[config.mk]
export PLATFORM = sky130hd
export DESIGN_NAME = desc_ring_fetcher_mc
export DESIGN_NICKNAME = d
export VERILOG_FILES = /design/src/rtl/desc_fetch_pkg.sv /design/src/rtl/rr_arbiter.sv /design/src/rtl/desc_ring_fetcher_mc.sv
export SDC_FILE = /design/constraint.sdc
export NUM_CORES = 1
export LEC_CHECK = 0
export CAP_MARGIN = 10
export CORE_ASPECT_RATIO = 0.9
export CORE_MARGIN = 2
export CORE_UTILIZATION = 51
export CTS_CLUSTER_DIAMETER = 200
export CTS_CLUSTER_SIZE = 16
export DETAILED_ROUTE_END_ITERATION = 10
export PLACE_DENSITY = 0.86
export RECOVER_POWER = 50
export SKIP_LAST_GASP = 1
export SYNTH_ARGS = -nofsm -noshare
export SYNTH_HDL_FRONTEND = slang
export SYNTH_SLANG_ARGS = --single-unit
export TNS_END_PERCENT = 10
[constraint.sdc]
create_clock -name clk -period 10.4 [get_ports clk]
set_input_delay 3.12 -clock clk [delete_from_list [all_inputs] [get_ports clk]]
set_output_delay 3.12 -clock clk [all_outputs]
set_load 0.05 [all_outputs]
[src/rtl/desc_fetch_pkg.sv]
// desc_fetch_pkg
// Shared definitions for the multi-channel descriptor ring fetcher:
//   fetch_state_t : fetch FSM states (IDLE, ARB, AR, RD, OUT)
//   BURST_INCR    : AXI INCR burst encoding
//   RESP_OKAY     : AXI OKAY response encoding
//   calc_arsize   : AXI arsize encoding for a given data-bus width in bits
package desc_fetch_pkg;

  typedef enum logic [2:0] {
    IDLE,
    ARB,
    AR,
    RD,
    OUT
  } fetch_state_t;

  localparam logic [1:0] BURST_INCR = 2'b01;
  localparam logic [1:0] RESP_OKAY  = 2'b00;

  function automatic logic [2:0] calc_arsize(input int data_w);
    return 3'($clog2(data_w / 8));
  endfunction

endpackage

[src/rtl/rr_arbiter.sv]
// rr_arbiter
// Round-robin arbiter over NUM_CH request lines. The search starts at the
// channel after the last accepted grant; channel 0 has priority after reset.
// Ports:
//   clk, rst_n : clock, synchronous active-low reset
//   req        : per-channel request
//   accept     : the current grant is taken; advances the rotation pointer
//   gnt        : one-hot grant (combinational)
//   gnt_idx    : index of the granted channel
//   gnt_any    : some channel is granted
module rr_arbiter #(
  parameter int NUM_CH = 2,
  parameter int CH_W   = 1
) (
  input  logic              clk,
  input  logic              rst_n,
  input  logic [NUM_CH-1:0] req,
  input  logic              accept,
  output logic [NUM_CH-1:0] gnt,
  output logic [CH_W-1:0]   gnt_idx,
  output logic              gnt_any
);

  logic [CH_W-1:0] ptr;

  always_comb begin
    int              c;
    logic [CH_W-1:0] cidx;
    gnt     = '0;
    gnt_idx = '0;
    gnt_any = 1'b0;
    c       = 0;
    cidx    = '0;
    for (int i = 0; i < NUM_CH; i++) begin
      // Walk the channels starting at ptr, wrapping at NUM_CH.
      c = int'(ptr) + i;
      if (c >= NUM_CH) c = c - NUM_CH;
      cidx = CH_W'(c);
      if (!gnt_any && req[cidx]) begin
        gnt[cidx] = 1'b1;
        gnt_idx   = cidx;
        gnt_any   = 1'b1;
      end
    end
  end

  always_ff @(posedge clk) begin
    if (!rst_n) begin
      ptr <= '0;
    end else if (accept && gnt_any) begin
      ptr <= (gnt_idx == CH_W'(NUM_CH - 1)) ? '0 : gnt_idx + CH_W'(1);
    end
  end

endmodule

[src/rtl/desc_ring_fetcher_mc.sv]
// desc_ring_fetcher_mc
// Multi-channel descriptor ring fetcher. Each of NUM_CH rings has a base,
// size, software tail and hardware head. A pending channel is picked
// round-robin and one DESC_WORDS-beat descriptor is read with a single AXI4
// INCR burst, then handed to the DMA engine tagged with its channel.
// Optional feature macro: DESC_FETCH_PROTO_CHECK_EN
//   defined   : desc_err flags non-OKAY rresp or a misplaced rlast
//   undefined : desc_err is 0 and rresp is ignored
// Ports:
//   clk, rst_n            : clock, synchronous active-low reset
//   cfg_ring_base/size    : per-channel ring base address and entry count
//   cfg_sw_tail           : per-channel software producer index
//   hw_head               : per-channel hardware consumer index
//   cfg_err               : sticky per-channel tail >= size flag
//   m_axi_ar* / m_axi_r*  : AXI4 read address / read data channels
//   desc_*                : descriptor output (valid/ready), channel, error
module desc_ring_fetcher_mc
  import desc_fetch_pkg::*;
#(
  parameter int NUM_CH     = 2,
  parameter int ADDR_W     = 32,
  parameter int DATA_W     = 32,
  parameter int DESC_WORDS = 4,
  parameter int IDX_W      = 8,
  parameter int CH_W       = (NUM_CH > 1) ? $clog2(NUM_CH) : 1
) (
  input  logic                         clk,
  input  logic                         rst_n,
  input  logic [NUM_CH*ADDR_W-1:0]     cfg_ring_base,
  input  logic [NUM_CH*(IDX_W+1)-1:0]  cfg_ring_size,
  input  logic [NUM_CH*IDX_W-1:0]      cfg_sw_tail,
  output logic [NUM_CH*IDX_W-1:0]      hw_head,
  output logic [NUM_CH-1:0]            cfg_err,
  output logic [ADDR_W-1:0]            m_axi_araddr,
  output logic [7:0]                   m_axi_arlen,
  output logic [2:0]                   m_axi_arsize,
  output logic [1:0]                   m_axi_arburst,
  output logic                         m_axi_arvalid,
  input  logic                         m_axi_arready,
  input  logic [DATA_W-1:0]            m_axi_rdata,
  input  logic [1:0]                   m_axi_rresp,
  input  logic                         m_axi_rlast,
  input  logic                         m_axi_rvalid,
  output logic                         m_axi_rready,
  output logic                         desc_valid,
  input  logic                         desc_ready,
  output logic [DESC_WORDS*DATA_W-1:0] desc_data,
  output logic [CH_W-1:0]              desc_ch,
  output logic                         desc_err
);

  localparam int         BEAT_W     = $clog2(DESC_WORDS);
  localparam int         CNT_W      = BEAT_W + 1;
  localparam int         HW         = IDX_W + 1;
  localparam int         DESC_SHIFT = $clog2(DESC_WORDS * DATA_W / 8);
  localparam logic [2:0] ARSIZE     = calc_arsize(DATA_W);
  localparam logic [7:0] ARLEN      = 8'(DESC_WORDS - 1);

  fetch_state_t state;

  logic [ADDR_W-1:0] base_a [NUM_CH];
  logic [IDX_W:0]    size_a [NUM_CH];
  logic [IDX_W-1:0]  tail_a [NUM_CH];
  logic [IDX_W-1:0]  head_q [NUM_CH];
  logic [NUM_CH-1:0] err_q;
  logic [NUM_CH-1:0] pending;

  logic [NUM_CH-1:0] arb_gnt_unused;
  logic [CH_W-1:0]   arb_idx;
  logic              arb_any;

  logic [CH_W-1:0]   ch_q;
  logic [CNT_W-1:0]  beat_cnt;
  logic [ADDR_W-1:0] fetch_addr;
  logic [IDX_W:0]    head_inc;
  logic [IDX_W-1:0]  next_head;

  for (genvar c = 0; c < NUM_CH; c++) begin : g_ch
    assign base_a[c] = cfg_ring_base[c*ADDR_W +: ADDR_W];
    assign size_a[c] = cfg_ring_size[c*(IDX_W+1) +: (IDX_W+1)];
    assign tail_a[c] = cfg_sw_tail[c*IDX_W +: IDX_W];
    assign hw_head[c*IDX_W +: IDX_W] = head_q[c];
  end

  assign cfg_err = err_q;

  // A bad tail blocks the channel in the same cycle it appears, before the
  // sticky flag has registered.
  always_comb begin
    pending = '0;
    for (int c = 0; c < NUM_CH; c++) begin
      pending[c] = (size_a[c] != '0) && !err_q[c] &&
                   ({1'b0, tail_a[c]} < size_a[c]) &&
                   (head_q[c] != tail_a[c]);
    end
  end

  always_ff @(posedge clk) begin
    for (int c = 0; c < NUM_CH; c++) begin
      if (!rst_n || size_a[c] == '0) begin
        err_q[c] <= 1'b0;
      end else if ({1'b0, tail_a[c]} >= size_a[c]) begin
        err_q[c] <= 1'b1;
      end
    end
  end

  rr_arbiter #(
    .NUM_CH (NUM_CH),
    .CH_W   (CH_W)
  ) u_arb (
    .clk     (clk),
    .rst_n   (rst_n),
    .req     (pending),
    .accept  (state == ARB),
    .gnt     (arb_gnt_unused),
    .gnt_idx (arb_idx),
    .gnt_any (arb_any)
  );

  assign fetch_addr = base_a[arb_idx] + (ADDR_W'(head_q[arb_idx]) << DESC_SHIFT);

  always_comb begin
    head_inc  = {1'b0, head_q[ch_q]} + HW'(1);
    next_head = (head_inc >= size_a[ch_q]) ? '0 : head_inc[IDX_W-1:0];
  end

`ifdef DESC_FETCH_PROTO_CHECK_EN
  logic err_acc;
  logic beat_err;
  // Late rlast shows up as a final-count beat without rlast; beats past the
  // count keep the flag set until rlast finally arrives.
  assign beat_err = (m_axi_rresp != RESP_OKAY) ||
                    ( m_axi_rlast && beat_cnt != CNT_W'(DESC_WORDS - 1)) ||
                    (!m_axi_rlast && beat_cnt >= CNT_W'(DESC_WORDS - 1));
`else
  logic rresp_unused;
  assign rresp_unused = ^m_axi_rresp;
`endif

  always_ff @(posedge clk) begin
    if (!rst_n) begin
      state         <= IDLE;
      ch_q          <= '0;
      beat_cnt      <= '0;
      m_axi_araddr  <= '0;
      m_axi_arlen   <= '0;
      m_axi_arsize  <= '0;
      m_axi_arburst <= '0;
      m_axi_arvalid <= 1'b0;
      m_axi_rready  <= 1'b0;
      desc_valid    <= 1'b0;
      desc_data     <= '0;
      desc_ch       <= '0;
      desc_err      <= 1'b0;
`ifdef DESC_FETCH_PROTO_CHECK_EN
      err_acc       <= 1'b0;
`endif
      for (int c = 0; c < NUM_CH; c++) head_q[c] <= '0;
    end else begin
      case (state)
        IDLE: begin
          if (|pending) state <= ARB;
        end
        ARB: begin
          // Address and channel are frozen here; later config edits only
          // influence the next arbitration.
          if (arb_any) begin
            ch_q          <= arb_idx;
            m_axi_araddr  <= fetch_addr;
            m_axi_arlen   <= ARLEN;
            m_axi_arsize  <= ARSIZE;
            m_axi_arburst <= BURST_INCR;
            m_axi_arvalid <= 1'b1;
            state         <= AR;
          end else begin
            state <= IDLE;
          end
        end
        AR: begin
          if (m_axi_arready) begin
            m_axi_arvalid <= 1'b0;
            m_axi_rready  <= 1'b1;
            beat_cnt      <= '0;
`ifdef DESC_FETCH_PROTO_CHECK_EN
            err_acc       <= 1'b0;
`endif
            state         <= RD;
          end
        end
        RD: begin
          if (m_axi_rvalid) begin
            // Beats past DESC_WORDS are accepted but not stored.
            if (beat_cnt != CNT_W'(DESC_WORDS)) begin
              desc_data[beat_cnt[BEAT_W-1:0]*DATA_W +: DATA_W] <= m_axi_rdata;
              beat_cnt <= beat_cnt + CNT_W'(1);
            end
`ifdef DESC_FETCH_PROTO_CHECK_EN
            err_acc <= err_acc | beat_err;
`endif
            if (m_axi_rlast) begin
              m_axi_rready <= 1'b0;
              desc_valid   <= 1'b1;
              desc_ch      <= ch_q;
`ifdef DESC_FETCH_PROTO_CHECK_EN
              desc_err     <= err_acc | beat_err;
`endif
              state        <= OUT;
            end
          end
        end
        OUT: begin
          if (desc_ready) begin
            desc_valid   <= 1'b0;
            head_q[ch_q] <= next_head;
            state        <= IDLE;
          end
        end
        default: state <= IDLE;
      endcase
    end
  end

endmodule

==> Word level (Yosys, flattened, before mapping) <==
Memory sizes are Yosys's and may differ from the RTL's. A register that Yosys moved wholly into a read port is not among the register bits.
Cells that the tools add are included.
{ "totals": {"register_bits": 176, "latchBits": 0, "mem_bits_rw": 16, "rom_bits": 0, "out_inout_bits": 196, "mem_count": 1} }
{ "op_classes": {"add_sub_neg": 8, "multipliers": 0, "n_div": 0, "magnitude_cmp": 11, "eq_ne": 14, "shifts": 2, "n_mux": 51, "bitwise_logic": 2, "n_reduce_logical": 32} }
{ "mem_list": {"columns": ["name", "words", "word_bits", "rd", "rd_ports_with_merged_regs", "write_ports", "line_no", "text"], "rows": [
  ["head_q", 2, 8, 4, 1, 2, "desc_ring_fetcher_mc.sv:64", "logic [IDX_W-1:0] head_q [NUM_CH];"]
]} }
{ "ops": {"columns": ["operator", "count"], "rows": [
  ["$bwmux W128", 1],
  ["$shift A32 B34 Y128 const A", 1],
  ["$shiftx A32 B34 Y128", 1],
  ["$mux W32", 3],
  ["$neg A7 Y34", 1],
  ["$add A32 B12 Y32", 1],
  ["$mux W1", 28],
  ["$mux W9", 3],
  ["$mux W3", 8],
  ["$ge A8 B9 Y1", 2],
  ["$logic_not A9 Y1", 2],
  ["$lt A8 B9 Y1", 2],
  ["$reduce_bool A9 Y1", 2],
  ["$mux W8", 2],
  ["$ne A8 B8 Y1", 2],
  ["$pmux W3 S5", 1],
  ["$ne A2 B2 Y1 const B", 7],
  ["$reduce_and A4 Y1", 3],
  ["$add A8 B1 Y9 const B", 1],
  ["$ge A9 B9 Y1", 1],
  ["$reduce_and A3 Y1", 3],
  ["$logic_and A1 B1 Y1", 8],
  ["$reduce_or A8 Y1", 1],
  ["$eq A3 B2 Y1 const B", 2],
  ["other kinds (21)", 34]
]} }

==> Longest topological paths before layout <==
{ "depth": {"depth_word": 15, "depth_mapped": 19, "ltp_nobuf": 16} }

==> Cells and area by module <==
A second synthesis with hierarchy kept.
{ "unflattened": {"hier_cells": 1192, "area_unflattened_um2": 9713.1} }
{ "modules_own_cells": {"columns": ["mod", "n_inst", "cells_each", "area_each_um2", "seq_area_each_um2"], "rows": [
  ["desc_ring_fetcher_mc", 1, 1183, 9638.0, 3983.8],
  ["rr_arbiter", 1, 9, 75.1, 20.0]
]} }

==> Worst setup path after synthesis <==
OpenSTA, ideal clock, no wires.
{ "synth_timing": {"path_kind": "input-to-reg", "start": "input cfg_ring_size[6]", "end": "register m_axi_araddr[18]", "arrival_time_ns": 7.123, "required_time_ns": 10.279, "path_slack_ns": 3.156, "stages": 19, "n_path_buf": 3, "path_cell_list": "inv_1 ha_1 a21o_1 a221oi_1 o211ai_1 o211ai_2 buf_2 buf_4 mux2_2 ha_1 fa_1 a211oi_1 o21bai_1 a21oi_1 clkbuf_1 nor3_1 xor2_1 mux2i_1 o22ai_2"} }
{ "synth_between": {"elab_chain_len": 15} }
{ "synth_rtl": {"columns": ["element", "line_no", "text"], "rows": [
  ["start, declared", "desc_ring_fetcher_mc.sv:30", "input logic [NUM_CH*(IDX_W+1)-1:0] cfg_ring_size,"],
  ["branches (longest 2 deep; another with $lt A8 B9 Y1)", null, null],
  ["$logic_and A1 B1 Y1 *", "desc_ring_fetcher_mc.sv:92", "pending[c] = (size_a[c] != '0) && !err_q[c] &&"],
  ["$logic_and A1 B1 Y1 *", "desc_ring_fetcher_mc.sv:93", "({1'b0, tail_a[c]} < size_a[c]) &&"],
  ["$mux W1 (not written as such) (2 in series)", "rr_arbiter.sv:39", "if (!gnt_any && req[cidx]) begin"],
  ["$mux W1", "rr_arbiter.sv:39", null],
  ["$logic_not A1 Y1", "rr_arbiter.sv:39", null],
  ["$logic_and A1 B1 Y1", "rr_arbiter.sv:39", null],
  ["$mux W1", "rr_arbiter.sv:39", null],
  ["$not A1 Y2 (not written as such)", "desc_ring_fetcher_mc.sv:121", "assign fetch_addr = base_a[arb_idx] + (ADDR_W'(head_q[arb_idx]) << DESC_SHIFT);"],
  ["$mux W32 (not written as such) (3 in series)", "desc_ring_fetcher_mc.sv:121", null],
  ["$add A32 B12 Y32", "desc_ring_fetcher_mc.sv:121", null],
  ["end signal, assigned", "desc_ring_fetcher_mc.sv:170", "m_axi_araddr <= fetch_addr;"],
  ["end, declared", "desc_ring_fetcher_mc.sv:34", "output logic [ADDR_W-1:0] m_axi_araddr,"]
]} }
Mark *: on every way between the ends. The select of a mux whose other input is x is not followed.
A chain may end at the register's enable or synchronous reset.

==> results.md <==
- Die width: 154.6 um
- CTS Buffer Depth: 2
- Syn. warnings: 0
- First-pass GRT wire length: 52.40 mm
- Initial DRC count: 795
- EDFF count, synth: 16
- Status: finished with violations
- Leading area contributor after synthesis: dfxtp_1
- Met2 wire len: 16.07 mm
- WL/cell: 18.98 um
- Setup Total Neg Slack: 0 ns
- Post-Syn Instances: 1206
- Length of routed met3 wiring: 3.444 mm
- CP endpoint kind: flip-flop
- Crit path largest cell delay: 2.88 ns
- Vias per inst: 5.812
- Slowest CP cell: clkbuf_1
- Top cells by area, synth: dfxtp_1 (34%), a21boi_0 (8.9%), nand2_1 (7.1%)
- DRC Markers: 0
- Die height: 139.5 um
- Max FO, Critical Path: about 110
- CTS clk-pin slew, worst paths: ~0.080 ns
- HPWL after DPL: 23.45 mm
- DR vias: approximately 10000
- Worst Tran Pin Value: between 3 and 4 ns
- Fraction of registers with async set/reset: 0
- F_max: 119.1 MHz
- Most frequent cell after synthesis: nand2_1
- Startpoint types: primary input
- Slew Limit Fails: 186
- Primary FF master, synth: dfxtp_1
- Sequential share of the synthesized area: 0.3848
- Initial Util: 0.5205
- Total gr overflow: 0
- H-tree depth: 4
- Synth Cell Area: ~0.010 mm^2
- Unrepaired setup endpoints after global routing: no
- Leakage power: around 5.5 nW
- Top-area cell type share of the netlist area: 0.3387
- CTS resizes: 0
- Mux share of post-synthesis cell area: 0.06819
- GP Congestion: 0.9400
- Minimum clock period: about 8.4 ns
- Total CTS buffers: 17
- Wl on met1: 12.87 mm
- Post-synthesis cell type count: 63
- Largest net degree at the start of global routing: 114
- Vias in the first global route: roughly 10000
- Diodes inserted: 0
- # nets final: approximately 1700
- Slew HR: -1.603
- Max Used Layer: met4
- Clock root buffer: clkbuf_16
- Layout cells sized above 1: 0.06048
- Multi-input gate area: 0.005884 mm^2
- Num ports: 334
- Synth top cells by count: nand2_1 (198), dfxtp_1 (176), nand3_1 (148)
- FF+latch area: 0.004004 mm^2
- Area growth syn-to-layout: 37.35%
- Adder-Cell Fraction of Synth Area: 0.05003
- Initial antenna violation count: 0
- Core footprint: 0.01999 mm^2
- Worst hold stages: 2
- CTS hold repair buffers: 0
- Finished Layout Cells: between 1500 and 2000
- Hold Slack: 0.4511 ns
- Number of fill cells: roughly 1500
- Clk_lat worst skew: about 0.43 ns
- Routed wire length: 33.08 mm
- Reg2reg path depth: 15
- Worst Path Arrival: 8.74 ns
- Final Hold Vio Count: 0
- Final setup viols: 0
- Count of input and output buffers: 321
- Final period util: 0.8077
- Die ar.: 0.02156 mm^2
- Gr usage total: 0.3011
- DRT antenna net count: 0
- Worst EP required: 10.74 ns
- Max IR drop VDD: 0.1454 mV
- Max-cap violations: 2
- CTS tree: built
- DRT Pass-1 Iters: 5
- FF+latch count, synth: 192
- TritonCTS Sinks: 192
- Pwr Density: 147.2 mW/mm^2
- CP Class: primary input to flip-flop
- Core Rows: between 40 and 50
- Largest family of logic cells by synthesized area: simple AND/OR/NAND/NOR gates
- Crit-path cells: clkbuf_1 -> clkbuf_1 -> nand2b_1 -> a211oi_1
- Post-CTS setup buffer count: 0
- Syn_area_per_cell: 8.627 um^2
- Worst Clk Skew: 0.01213 ns
- Synth Area in XOR/XNOR: 0.04967
- Placed Cells: 1712
- Failing checks: capacitance limit, slew limit
- Simple-Gate Fraction of Synth Area: 0.2162
- Worst min path class: flip-flop to flip-flop
- Cell mode on critical path: clkbuf_1
- Area fraction in compound gates after synthesis: 0.1747
per-layer routing:
metal  track usage  vias to the layer above
met5             0                        -
met4       0.08918                        0
met3       0.08222                       60
met2        0.5179                      514
met1        0.3693                     4779
li1              -                     4778
per-stage QoR:
step | worst slack (ns) | utilization | power, W | cell area (um^2)
5_1_grt | 1.331 | 0.7150 | 0.002183 | 14290
2_1_floorplan | 3.156 | - | 0.001223 | 10440
6_report | 2.000 | 0.7150 | 0.002104 | 14290
4_1_cts | 2.301 | 0.7154 | 0.002109 | 14300
3_3_place_gp | 2.017 | 0.6843 | 0.001410 | 13680
3_5_place_dp | 1.844 | 0.6843 | 0.001421 | 13680
flip-flops by register name (all words and copies together) (netlist names), 2 cells and up, named ones only:
| register | count |
|---|---|
| desc_data | 128 |
| m_axi_araddr | 32 |
| head_q | 16 |
| beat_cnt | 3 |
| state | 3 |
| cfg_err | 2 |
cell usage in the layout, fill, tap and decap left out, types with 21 or more instances in the layout:
cell | netlist | layout
xor2_1 | 41 | 41
nand3_1 | 148 | 148
inv_1 | 33 | 33
nor3_1 | 27 | 26
a211oi_1 | 21 | 21
dfxtp_1 | 176 | 176
ha_1 | 40 | 40
mux2_2 | 23 | 23
dlygate4sd3_1 | 0 | 87
a21boi_0 | 124 | 128
clkdlybuf4s50_1 | 0 | 233
nand2_1 | 198 | 198
mux2i_1 | 45 | 45
nor2_1 | 22 | 22
report_power, final:
group | switching, W | total, W | internal, W | leakage (nW)
clock | 0.000326 | 0.000695 | 0.000369 | 0.297
combinational | 0.000365 | 0.000599 | 0.000234 | 3.63
sequential | 0.0000304 | 0.000809 | 0.000779 | 1.59
total | 0.000722 | 0.00210 | 0.00138 | 5.52
worst max-delay path, delay by kind of cell:
family          cells  cell delay, ns
simple gates        1            0.26
compound gates      1            0.30
buf+inv             2            5.03
area by class of cell:
| cell class | count | share of cell area |
|---|---|---|
| multi-input cells | 893 | 0.4118 |
| inverters | 33 | 0.008668 |
| clock buffers | 17 | 0.02977 |
| clock inverters | 14 | 0.01366 |
| repair buffers | 339 | 0.2336 |
| well taps | 255 | 0.02233 |
| flip-flops and latches | 192 | 0.2802 |
path summary, 6_finish.rpt:
check | start | to | slack, ns
max reg2reg | head_q[1][6]$_SDFFCE_PN0P_ | m_axi_araddr[30]$_SDFFE_PN0P_ | 5.42
min reg2reg | desc_data[122]$_SDFFE_PN0P_ | desc_data[122]$_SDFFE_PN0P_ | 0.45
max | rst_n | state[0]$_SDFFE_PN0P_ | 2.00
min | desc_data[122]$_SDFFE_PN0P_ | desc_data[122]$_SDFFE_PN0P_ | 0.45
cell families after synthesis:
kind of cell             count (synthesis)
adder cells (fa/ha/maj)                 41
XOR/XNOR                                59
AND/OR/NAND/NOR                        473
other                                    1
AO/OA/AOI/OAI                          242
multiplexers                            68
buffers and inverters                  130
flip-flops                             192
(Power assumes the default switching activity.)
